File: config.mk
export PLATFORM = sky130hd
export DESIGN_NAME = fft_input_buffer
export DESIGN_NICKNAME = d
export VERILOG_FILES = /design/src/rtl/fft_input_buffer.sv
export SDC_FILE = /design/constraint.sdc
export NUM_CORES = 1
export LEC_CHECK = 0
export BUFFER_PORTS_ARGS = -buffer_cell sky130_fd_sc_hd__clkbuf_2
export CAP_MARGIN = 20
export CORE_ASPECT_RATIO = 1.2
export CORE_UTILIZATION = 44
export DETAILED_ROUTE_END_ITERATION = 10
export PLACE_DENSITY_LB_ADDON = 0.3
export SKIP_LAST_GASP = 1
export SYNTH_ARGS = -nofsm -noshare
export SYNTH_HDL_FRONTEND = slang
export SYNTH_SLANG_ARGS = --single-unit
File: constraint.sdc
create_clock -name clk -period 3 [get_ports clk]
set_input_delay 0.15 -clock clk [delete_from_list [all_inputs] [get_ports clk]]
set_output_delay 0.15 -clock clk [all_outputs]
set_load 0.05 [all_outputs]
File: src/rtl/fft_input_buffer.sv
// fft_input_buffer: ping-pong sample buffer feeding the 8-point FFT datapath.
//
// Accepts one WIDTH-bit real sample per clock on a valid/ready stream, assembles
// groups of 8 samples into a frame (optionally in bit-reversed slot order) and
// presents the complete frame in parallel on a second valid/ready handshake.
//
// Ports:
//   clk         - system clock, all state updates on the rising edge
//   rst         - synchronous, active-high reset
//   in_data     - incoming sample
//   in_valid    - in_data is valid this cycle
//   in_ready    - buffer can accept a sample this cycle
//   frame_data  - assembled frame, slot s at bits [s*WIDTH +: WIDTH]
//   frame_valid - frame_data holds a complete frame
//   frame_ready - downstream consumes the frame this cycle
module fft_input_buffer #(
  parameter int unsigned WIDTH  = 16,
  parameter int unsigned BITREV = 1
) (
  input  logic               clk,
  input  logic               rst,
  input  logic [WIDTH-1:0]   in_data,
  input  logic               in_valid,
  output logic               in_ready,
  output logic [8*WIDTH-1:0] frame_data,
  output logic               frame_valid,
  input  logic               frame_ready
);

  // Two banks of 8 sample registers, one full flag per bank.
  logic [WIDTH-1:0] bank_q [2][8];
  logic [WIDTH-1:0] bank_d [2][8];
  logic [1:0]       full_q, full_d;
  logic             wr_bank_q, wr_bank_d;
  logic [2:0]       wr_cnt_q, wr_cnt_d;
  logic             rd_bank_q, rd_bank_d;

  logic             accept;
  logic             frame_rel;
  logic [2:0]       wr_slot;

  // Handshake decode. in_ready depends only on registered state and rst, so
  // there is no combinational path from frame_ready or in_valid.
  always_comb begin
    in_ready    = !rst && !full_q[wr_bank_q];
    frame_valid = full_q[rd_bank_q];
    accept      = in_valid && in_ready;
    frame_rel   = frame_valid && frame_ready;
    wr_slot     = (BITREV != 0) ? {wr_cnt_q[0], wr_cnt_q[1], wr_cnt_q[2]} : wr_cnt_q;
  end

  // The read bank is never written while full, so frame_data is stable
  // straight from the bank registers while the frame waits.
  always_comb begin
    frame_data = '0;
    for (int s = 0; s < 8; s++) begin
      frame_data[s*WIDTH +: WIDTH] = bank_q[rd_bank_q][s];
    end
  end

  always_comb begin
    bank_d    = bank_q;
    full_d    = full_q;
    wr_bank_d = wr_bank_q;
    wr_cnt_d  = wr_cnt_q;
    rd_bank_d = rd_bank_q;

    // Release and completion always target different banks: a release needs
    // the read bank full, an accept needs the write bank not full.
    if (frame_rel) begin
      full_d[rd_bank_q] = 1'b0;
      rd_bank_d         = !rd_bank_q;
    end

    if (accept) begin
      bank_d[wr_bank_q][wr_slot] = in_data;
      wr_cnt_d                   = wr_cnt_q + 3'd1;
      if (wr_cnt_q == 3'd7) begin
        full_d[wr_bank_q] = 1'b1;
        wr_bank_d         = !wr_bank_q;
      end
    end
  end

  always_ff @(posedge clk) begin
    if (rst) begin
      for (int b = 0; b < 2; b++) begin
        for (int s = 0; s < 8; s++) begin
          bank_q[b][s] <= '0;
        end
      end
      full_q    <= 2'b00;
      wr_bank_q <= 1'b0;
      wr_cnt_q  <= 3'd0;
      rd_bank_q <= 1'b0;
    end else begin
      bank_q    <= bank_d;
      full_q    <= full_d;
      wr_bank_q <= wr_bank_d;
      wr_cnt_q  <= wr_cnt_d;
      rd_bank_q <= rd_bank_d;
    end
  end

endmodule

**Yosys cells after proc, flatten, opt, wreduce, memory -nomap -nowiden**

Index checks and enable logic that the tools add are counted.

- $add $sub $neg: 1
- Order comparisons: 9
- Equality and inequality tests: 1
- Mux-type cells: 19
- Bitwise logic cells: 6
- Reduce and logical (&&, ||, !) cells: 12

Operator list:

| cell | number |
|---|---|
| $mux W128 | 4 |
| $bwmux W256 | 1 |
| $demux W128 S1 | 1 |
| $demux W16 S3 | 1 |
| $mux W16 | 1 |
| $logic_and A1 B1 Y1 | 7 |
| $mux W1 | 6 |
| $mux W2 | 3 |
| $ge A2 B2 Y1 const B | 2 |
| $ge A4 B4 Y1 const B | 1 |
| $logic_not A1 Y1 | 4 |
| $lt A1 B2 Y1 const B | 2 |
| $lt A4 B1 Y1 const B | 1 |
| $not A1 Y2 | 2 |
| $not A3 Y4 | 1 |
| $add A3 B1 Y3 const B | 1 |
| $eq A3 B3 Y1 const B | 1 |
| $and A2 B2 Y2 | 1 |
| $demux W1 S1 | 2 |
| $ge A1 B1 Y1 const B | 2 |
| $lt A2 B1 Y1 const B | 1 |
| $not A2 Y2 | 1 |
| $or A2 B2 Y2 | 1 |
| $reduce_and A2 Y1 | 1 |

- Flip-flop bits (word level): 263
- Input port bits: 20
- Output and inout bits: 130
- Logic and storage cells: 68

**Depth between registers and ports, before layout**

Gate-level depths: netlist of run 1.

- Depth after elaboration: 10
- Mapped depth: 8
- Mapped depth without buffers: 5

**Worst setup path before layout of run 1**

No wires, ideal clock.

- Path type: register to output
- Start point: register rd_bank_q
- End point: output port frame_valid
- Arrival: 1981 ps
- Path slack: 869 ps
- Stages on the path, launching flop included: 5
- Path buffers: 3
- Cell sequence: dfxtp_1 > clkbuf_1 > clkbuf_1 > clkbuf_1 > o21ai_0

- Word-level cells in the longest chain between the ends: 2

Ends and longest elaborated chain:

| what | line | source |
|---|---|---|
| from (decl) | 36 | `logic rd_bank_q, rd_bank_d;` |
| from (signal assigned) | 101 | `rd_bank_q <= rd_bank_d;` |
| $mux W1 (implied by the code) (2 in a row) | 46 | `frame_valid = full_q[rd_bank_q];` |
| to (decl) | 26 | `output logic frame_valid,` |

Every way passes these cells. The select of a mux whose other input is x is not followed.

**Final worst setup path of run 1**

- Start point: register wr_cnt_q[2]
- End point: register bank_q[131] (netlist bit)

- Word-level cells in the longest chain between the ends: 8

Ends and longest elaborated chain:

| what | line | source |
|---|---|---|
| from (decl) | 35 | `logic [2:0] wr_cnt_q, wr_cnt_d;` |
| from (signal assigned) | 100 | `wr_cnt_q <= wr_cnt_d;` |
| $not A3 Y4 (implied by the code) * | 76 | `bank_d[wr_bank_q][wr_slot] = in_data;` |
| $ge A4 B4 Y1 (implied by the code) or $lt A4 B1 Y1 (tied branches) | 76 |  |
| $logic_and A1 B1 Y1 (implied by the code) | 76 |  |
| $mux W16 (implied by the code) | 76 |  |
| $demux W16 S3 * | 76 |  |
| $mux W128 (implied by the code) * | 76 |  |
| $demux W128 S1 * | 76 |  |
| $bwmux W256 * | 76 |  |
| to (signal assigned) | 97 | `bank_q <= bank_d;` |
| to (decl) | 31 | `logic [WIDTH-1:0] bank_q [2][8];` |

Every way passes the cells marked *; elsewhere a longest branch is shown, timed or not.
A chain may end at the register's enable or synchronous reset.

==> results of run 1 <==
## where the power goes
group	internal, W	leakage (nW)	switching, W
logic	0.000104	2.68	0.000411
registers	0.00352	2.12	0.0000141
clock network	0.00204	0.452	0.00143
total	0.00566	5.25	0.00186
## cells in the final DEF (no fill, tap or decap), types with 23 or more instances in the layout
cell type / count
clkbuf_2: 148
a21oi_1: 173
nor3_1: 23
mux2_2: 128
o211ai_1: 48
a31o_2: 23
nand3_1: 187
buf_4: 32
nand2_1: 56
dfxtp_1: 262
clkbuf_16: 27
o21ai_0: 164
## cell families after synthesis
| group | after synthesis | synth area share (%) |
|---|---|---|
| AO/OA/AOI/OAI | 439 | 20.8 |
| AND/OR/NAND/NOR | 315 | 14.1 |
| flip-flops | 263 | 44.5 |
| buffers and inverters | 185 | 6.36 |
| multiplexers | 145 | 13.6 |
| adder cells (fa/ha/maj) | 6 | 0.635 |
## cell type report
class	instances	area share (%)
Clock buffer	38	5.93
Clock inverter	11	0.827
Inverter	18	0.496
Multi-Input combinational cell	905	43.2
Sequential cell	263	38.7
Tap cell	335	3.08
Timing Repair Buffer	185	7.80
## how the worst max path moves through the flow
stage / startpoint / to / cells after the start
floorplan: rd_bank_q / frame_valid / 4
global placement: wr_cnt_q[2] / bank_q[132] / 5
detailed placement: wr_cnt_q[2] / bank_q[133] / 5
CTS: rd_bank_q / frame_data[102] / 3
global route: wr_cnt_q[2] / bank_q[132] / 5
finish: wr_cnt_q[2] / bank_q[131] / 5
## critical path, stage by stage, from the launching register on
cell and delay [ns]:
dfxtp_1 0.58, ha_1 0.27, or3b_1 0.36, buf_4 0.20
or3_1 0.64, o21ai_0 0.26
## what timing repair did
action | CTS | global route
hold endpoints to repair | 2 | 0
hold buffers | 1 | 0
resized for setup | 0 | 0
buffers inserted | 0 | 0
## sequential cells by signal (all words and copies together) (netlist names)
| signal | cells |
|---|---|
| wr_bank_q | 1 |
| wr_cnt_q | 3 |
| rd_bank_q | 1 |
| full_q | 2 |
| bank_q | 256 |
## through the flow
| stage | instances | util, % | setup WS [ns] | hold slack (ns) | total power [W] |
|---|---|---|---|---|---|
| global route | 1755 | 51.7 | 0.471 | 0.109 | 0.00771 |
| floorplan | 1353 | - | 0.869 | 0.270 | 0.00394 |
| detailed placement | 1705 | 48.2 | 0.611 | 0.420 | 0.00411 |
| finish | 1755 | 51.7 | 0.606 | 0.0810 | 0.00752 |
| CTS | 1755 | 51.7 | 0.604 | 0.0768 | 0.00754 |
| global placement | 1705 | 48.2 | 0.661 | 0.406 | 0.00411 |
## layer usage
| metal | up-vias | global-route usage (%) | share of wire [%] |
|---|---|---|---|
| li1 | 4952 | - | - |
| met1 | 5164 | 35.9 | 43 |
| met2 | 438 | 41.4 | 47 |
| met3 | 74 | 3.14 | 7.0 |
| met4 | 0 | 10.1 | 3.6 |
| met5 | - | 0 | 0 |
==> metrics.md, run 1 <==
| Metric | Value |
|---|---|
| Gate Count Post-Synth | 1353 |
| R2r setup slk | 0.61 ns |
| Tmin final | 2.39 ns |
| Hold depth | 2 |
| Initial DRC Count | 919 |
| Syn. warnings | 0 |
| Drt wl/cell | 20.8 um |
| Clock skew | 0.0160 ns |
| Outcome | finished clean |
| Synth cell types | 38 |
| CTS tree | yes |
| HP Class | in -> reg |
| Post-Route WL | 36500 um |
| ANT cells | 0 |
| FFs w/ async S/R, synth | 0% |
| # port buffers | 149 |
| Final antenna-violating net count | 0 |
| RR Startpoint | wr_cnt_q[2] |
| Reg-to-Reg End | bank_q[131] |
| Drt first pass iters | 5 |
| H-tree depth | 1 |
| Register area | 5270 um2 |
| Vias in the first global route | 10.0k |
| Measured slew at the worst slew-check pin | 0.958 ns |
| Top cells by area, synth | dfxtp_1, mux2_2, nand3_1 |
| Final setup viols | 0 |
| Syn_nets | 1379 |
| GR Overflow Total | 0 |
| Core area | 26400 um2 |
| WP data required | 3.46 ns |
| Post-synth EDFFs | 0 |
| Max-cap violations | 0 |
| Final Cycle Share | 79.8% |
| GRT Total Usage | 26.1% |
| WHS Endpoint | full_q[0] |
| Clock Path Buffers | 3 |
| Crit. End Element | register |
| Yosys top cell by area | dfxtp_1 |
| CTS buffer count | 27 |
| Most frequent cells after synthesis | dfxtp_1, nand3_1, a21oi_1 |
| Initial antenna violation count | 0 |
| Final Hold Fails | 0 |
| Mapped Area | 11800 um2 |
| Final slew viol count | 0 |
| PwrDens | 552 nW/um2 |
| Crit path DAT | 2.85 ns |
| Die ar. | 27500 um2 |
| CTS root buf | clkbuf_16 |
| Starting Density | 44.9% |
| Sequential share of the synthesized area | 44.5% |
| R2R cell count | 5 |
| Peak VDD IR | 0.496 mV |
| Hpwl dp | 21200 um |
| Post-synthesis average cell area | 8.74 um2 |
| Crit Path Max Fanout | 17 |
| Via count | 10.6k |
| Largest net degree at the start of global routing | 79 |
| # fillers | 2460 |
| RSZ-0062 raised after global routing | no |
| Area Overhead vs Synth | 15.2% |
| Launching element type of the critical path | register |
| Die height | 182 um |
| Reg clk slew, reported paths | 0.06 ns |
| First-pass GRT wire length | 57100 um |
| Layout cell share with drive strength beyond 1 | 28.6% |
| DRC Markers | 0 |
| Worst-Skew Late Latency | 0.54 ns |
| IO Pins | 150 |
| P_leak | 5.25 nW |
| Sink Count | 263 |
| Vias per cell | 6.06 |
| Nets | 1426 |
| Yosys reg bits | 263 |
| Ys flop type | dfxtp_1 |
| Multi-input logic area | 5880 um2 |
| Placement Cell Area | 12700 um2 |
| FMAX | 418 MHz |
| Std-Cell Rows | 65 |
| Design Area, Final | 13600 um2 |
| Die width | 152 um |
| Slew HR | 36.1% |
| Critical hold path startpoint | rst |
| Count leader, synth | dfxtp_1 |
| Setup TNS Final | 0 ns |
| Top-area cell type share of the netlist area | 44.5% |
| Routability cong. | 0.791 |
| Crit Path Category | reg -> reg |
(Power assumes the default switching activity.)
==> inputs of run 2 (changes only) <==
clock period = 2.12 ns   (was 3 ns; I/O delays follow)
==> run 2 against run 1 <==
Combinational power increased by 51%. Clock-buffer cell count is 2 higher. Critical endpoint is now frame_data[21]. Wire length rose by 0.63%. Largest cell class unchanged. Via count up 0.77%.
==> metrics.md, run 2 (same netlist as run 1, synthesis figures left out) <==
| Metric | Value |
|---|---|
| Largest reg by FF count | bank_q |
| Crit Path Max Fanout | 20 |
| GRT Total Usage | 26.3% |
| Worst path top cell family by delay | flip-flops |
| Clock Path Buffers | 3 |
| Final antenna-violating net count | 0 |
| Max-cap violations | 0 |
| Std-Cell Rows | 65 |
| Hpwl dp | 21500 um |
| RSZ-0062 raised after global routing | yes |
| Initial antenna violation count | 0 |
| Die height | 182 um |
| Buf/Inv on CP | 2 |
| GR Overflow Total | 0 |
| Starting Density | 44.9% |
| Drt first pass iters | 6 |
| Max FFs per register | 256 |
| Commonest non-fill, non-tap cell in the layout | dfxtp_1 |
| Commonest cells after routing, fill and taps aside | dfxtp_1, nand3_1, a21oi_1 |
| Final slew viol count | 0 |
| # port buffers | 149 |
| ANT cells | 0 |
| Initial DRC Count | 866 |
| Vias in the first global route | 10.1k |
| FMAX | 480 MHz |
| Sink Count | 263 |
| Largest net degree at the start of global routing | 61 |
| Final setup viols | 0 |
| Final Cycle Share | 98.2% |
| CTS tree | yes |
| Routability cong. | 0.777 |
| Crit path DAT | 1.98 ns |
| PwrDens | 758 nW/um2 |
| CTS root buf | clkbuf_16 |
| Slowest CP cell | dfxtp_4 |
| Die ar. | 27500 um2 |
| Tmin final | 2.08 ns |
| HP Class | in -> reg |
| WP data required | 2.01 ns |
| Top flop regs | bank_q (256), wr_cnt_q (3), full_q (2) |
| Worst-Skew Late Latency | 0.54 ns |
| First-pass GRT wire length | 57100 um |
| Vias per cell | 6.00 |
| Multi-input logic area | 5880 um2 |
| IO Pins | 150 |
| Crit. End Element | output port |
| Launching element type of the critical path | register |
| Drt wl/cell | 20.6 um |
| Register area | 5270 um2 |
| Via count | 10.7k |
| Core area | 26400 um2 |
| Peak VDD IR | 0.597 mV |
| Cell Chain, Critical Path | clkbuf_16, mux2_2, clkbuf_2 |
| Layout cell share with drive strength beyond 1 | 29.8% |
| Crit Path Category | reg -> out |
| Outcome | finished clean |
| # fillers | 2497 |
| Die width | 152 um |
| Min Hold Slack | 0.0798 ns |
| Measured slew at the worst slew-check pin | 0.618 ns |
| Setup TNS Final | 0 ns |
| DRC Markers | 0 |
| Max incr delay on CP | 0.53 ns |
| Final Hold Fails | 0 |
| P_leak | 5.43 nW |
| Area Overhead vs Synth | 18.0% |
| Post-Route WL | 36800 um |
| Nets | 1457 |
| Slew HR | 58.8% |
| Clock skew | 0.00866 ns |
| CTS buffer count | 28 |
| H-tree depth | 1 |
| Reg clk slew, reported paths | 0.06 ns |
-- run 2: changes by cell type in the layout (fill, tap and decap cells not counted) --
cell	delta
dlygate4sd3_1	+3
buf_6	+1
dfxtp_1	-2
clkinvlp_4	-1
clkbuf_16	+3
bufinv_16	-1
buf_4	+18
clkbuf_4	+1
clkbuf_1	+3
buf_16	+1
buf_12	+6
clkbuf_2	-1
clkbuf_8	-3
dfxtp_2	+2
-- run 2: area by class of cell --
cell class / instances / area share, %
Multi-Input combinational cell: 905 / 42.2
Inverter: 18 / 0.484
Clock buffer: 40 / 5.93
Sequential cell: 263 / 37.8
Clock inverter: 9 / 0.538
Tap cell: 335 / 3.00
Timing Repair Buffer: 215 / 10.1
-- run 2: worst reg2reg max path, cell delays in order, from the launching register on --
cell	delay, ns
dfxtp_1	0.36
ha_1	0.18
ha_1	0.21
or3b_1	0.38
or3_1	0.31
buf_4	0.21
o21ai_0	0.19
-- run 2: report_power, final --
group	internal, W	switching, W
Combinational	0.000183	0.000597
Clock	0.00281	0.00199
Sequential	0.00498	0.0000168
Total	0.00797	0.00260
-- run 2: path summary, 6_finish.rpt --
check,slack (ns),cells after the start,from,endpoint
hold reg to reg,0.46,2,bank_q[13],bank_q[13]
setup / recovery,0.04,3,rd_bank_q,frame_data[21]
setup reg to reg,0.20,6,wr_cnt_q[1],bank_q[133]
hold / removal,0.08,3,in_data[4],bank_q[20]
-- run 2: through the flow --
stage / util [%] / total power (W) / instance area, um2 / instances / setup slack [ns]
6_report: 53.0 / 0.0106 / 14000 / 1785 / 0.0376
4_1_cts: 52.8 / 0.0106 / 13900 / 1782 / 0.00569
3_5_place_dp: 49.2 / 0.00586 / 13000 / 1728 / 0.251
2_1_floorplan: - / 0.00558 / 11800 / 1353 / 0.0330
3_3_place_gp: 49.2 / 0.00586 / 13000 / 1728 / 0.291
5_1_grt: 53.0 / 0.0109 / 14000 / 1785 / 0.00557
-- run 2: per-layer routing --
metal  wire, um  track usage (%)  up-vias
li1           -                -     5019
met1      16000             36.2     5225
met2      17200             41.9      397
met3       2340             3.22       69
met4       1230             9.19        0
met5          0                0        -
-- run 2: repair_timing --
action,in CTS,in global routing
setup buffers,1,2
cloned,0,1
hold endpoints to repair,12,0
endpoints found under the setup margin,43,22
resized for setup,3,2
hold buffers,4,0
==> inputs of run 3 (changes only) <==
GPL_TIMING_DRIVEN = 0   (was not set)
PLACE_DENSITY = 0.63   (was not set)
PLACE_DENSITY_LB_ADDON = not set   (was 0.3)
==> run 3 against run 2 <==
Combinational power grew 9.0%. Power rose by 5.3%. Non-clock buffer count grew 113. Critical endpoint is now frame_data[38]. Sequential share of layout area decreased by 0.93 points. Die area is the same. Register-to-register slack got worse by 0.14 ns. Wire length rose by 18%.
==> metrics.md, run 3 (same netlist as run 1, synthesis figures left out) <==
| Metric | Value |
|---|---|
| Post-Route WL | 43500 um |
| Outcome | finished clean |
| Final antenna-violating net count | 0 |
| Reg clk slew, reported paths | 0.06 ns |
| Worst path top cell family by delay | buffers and inverters |
| Clock skew | 0.0135 ns |
| Vias per cell | 6.06 |
| HP Class | in -> reg |
| Util after Layout | 54.3% |
| Initial antenna violation count | 0 |
| Measured slew at the worst slew-check pin | 1.17 ns |
| GR Overflow Total | 0 |
| Buf/Inv on CP | 3 |
| Pre-CTS setup slack | -0.619 ns |
| Die ar. | 27500 um2 |
| Largest net degree at the start of global routing | 14 |
| Peak VDD IR | 0.789 mV |
| Final slew viol count | 0 |
| Tmin final | 2.11 ns |
| PwrDens | 779 nW/um2 |
| Largest reg by FF count | bank_q |
| Vias in the first global route | 10.7k |
| GRT Total Usage | 30.9% |
| Slew HR | 22.2% |
| DRC Markers | 0 |
| WP data required | 2.01 ns |
| Drt wl/cell | 22.9 um |
| Sink Count | 263 |
| Pwr Total | 0.0111 W |
| CTS root buf | clkbuf_16 |
| Routability cong. | 0.925 |
| Final setup viols | 0 |
| P_leak | 5.62 nW |
| Via count | 11.5k |
| H-tree depth | 1 |
| Launching element type of the critical path | register |
| Crit Path Category | reg -> out |
| Starting Density | 44.9% |
| Max incr delay on CP | 0.44 ns |
| Max-cap violations | 0 |
| Commonest non-fill, non-tap cell in the layout | dfxtp_1 |
| Nets | 1570 |
| Final Hold Fails | 0 |
| Initial DRC Count | 1146 |
| IO Pins | 150 |
| Die height | 182 um |
| RSZ-0062 raised after global routing | yes |
| Final worst slack | 0.0110 ns |
| Commonest cells after routing, fill and taps aside | dfxtp_1, nand3_1, a21oi_1 |
| Layout cell share with drive strength beyond 1 | 27.8% |
| Crit path DAT | 2.00 ns |
| Max FFs per register | 256 |
| Cell Chain, Critical Path | clkbuf_16, buf_6, mux2_2, clkbuf_2 |
| Core area | 26400 um2 |
| Postcts setup bufs | 0 |
| ANT cells | 0 |
| Clock Path Buffers | 3 |
| Top flop regs | bank_q (256), wr_cnt_q (3), full_q (2) |
| Drt first pass iters | 5 |
| CTS buffer count | 28 |
| First-pass GRT wire length | 64200 um |
| Final Cycle Share | 99.5% |
| Die width | 152 um |
| Area Overhead vs Synth | 21.0% |
| Slowest CP cell | dfxtp_4 |
| Crit. End Element | output port |
| Crit Path Max Fanout | 10 |
| Worst-Skew Late Latency | 0.55 ns |
| CTS tree | yes |
| # port buffers | 148 |
| FMAX | 474 MHz |
| Hpwl dp | 29800 um |
| Std-Cell Rows | 65 |
[run 3: cell count changes in the layout (fill, tap and decap cells not counted), sizes merged]
cell	previous run	this run
clkinv	7	9
bufinv	1	4
clkinvlp	2	0
dlygate4sd3	4	15
buf	62	70
clkbuf	189	282
[run 3: what timing repair did]
action	in CTS	in global routing
hold endpoints to repair	40	0
pin swaps	0	0
hold buffers	15	0
setup endpoints to repair	153	161
gates resized for setup	42	69
[run 3: through the flow]
step           cell area, um2  hold WS [ns]  TNS [ns]  instances
6_report                14300        0.0124         0       1900
5_1_grt                 14300        0.0161   -0.0248       1900
4_1_cts                 14200       0.00620    -0.565       1901
3_5_place_dp            13000         0.391    -23.69       1836
3_3_place_gp            13000         0.371    -23.97       1836
2_1_floorplan           11800         0.226         0       1353
[run 3: final cells by class]
type,count,area (um2)
clock buffer,39,823
tap,335,419
buffer,165,810
inverter,18,67.6
fill,2527,12000
timing repair buffer,163,906
sequential,263,5270
clock inverter,12,166
multi-input combinational,905,5850
[run 3: layer usage]
layer	up-vias	GRT usage, %	share of wire (%)
met2	548	48.9	46
li1	5263	-	-
met3	129	4.37	7.4
met4	0	16.6	5.5
met5	-	0	0
met1	5574	40.3	41
[run 3: path summary, 6_finish.rpt]
check | endpoint | slack (ns) | cells past startpoint | from
max | frame_data[38] | 0.01 | 4 | rd_bank_q
min | bank_q[108] | 0.01 | 3 | in_data[12]
max reg2reg | bank_q[72] | 0.06 | 6 | wr_cnt_q[0]
min reg2reg | bank_q[3] | 0.46 | 2 | bank_q[3]
[run 3: report_power, final]
group	switching, W	internal, W	total [W]
logic	0.000668	0.000181	0.000850
registers	0.0000201	0.00498	0.00500
clock network	0.00210	0.00319	0.00529
[run 3: worst register-to-register path: stages, from the launching register on]
cell	delay, ns
dfxtp_2	0.34
inv_1	0.13
ha_1	0.23
nand4bb_1	0.35
clkbuf_1	0.32
nor3_1	0.45
a31o_2	0.17
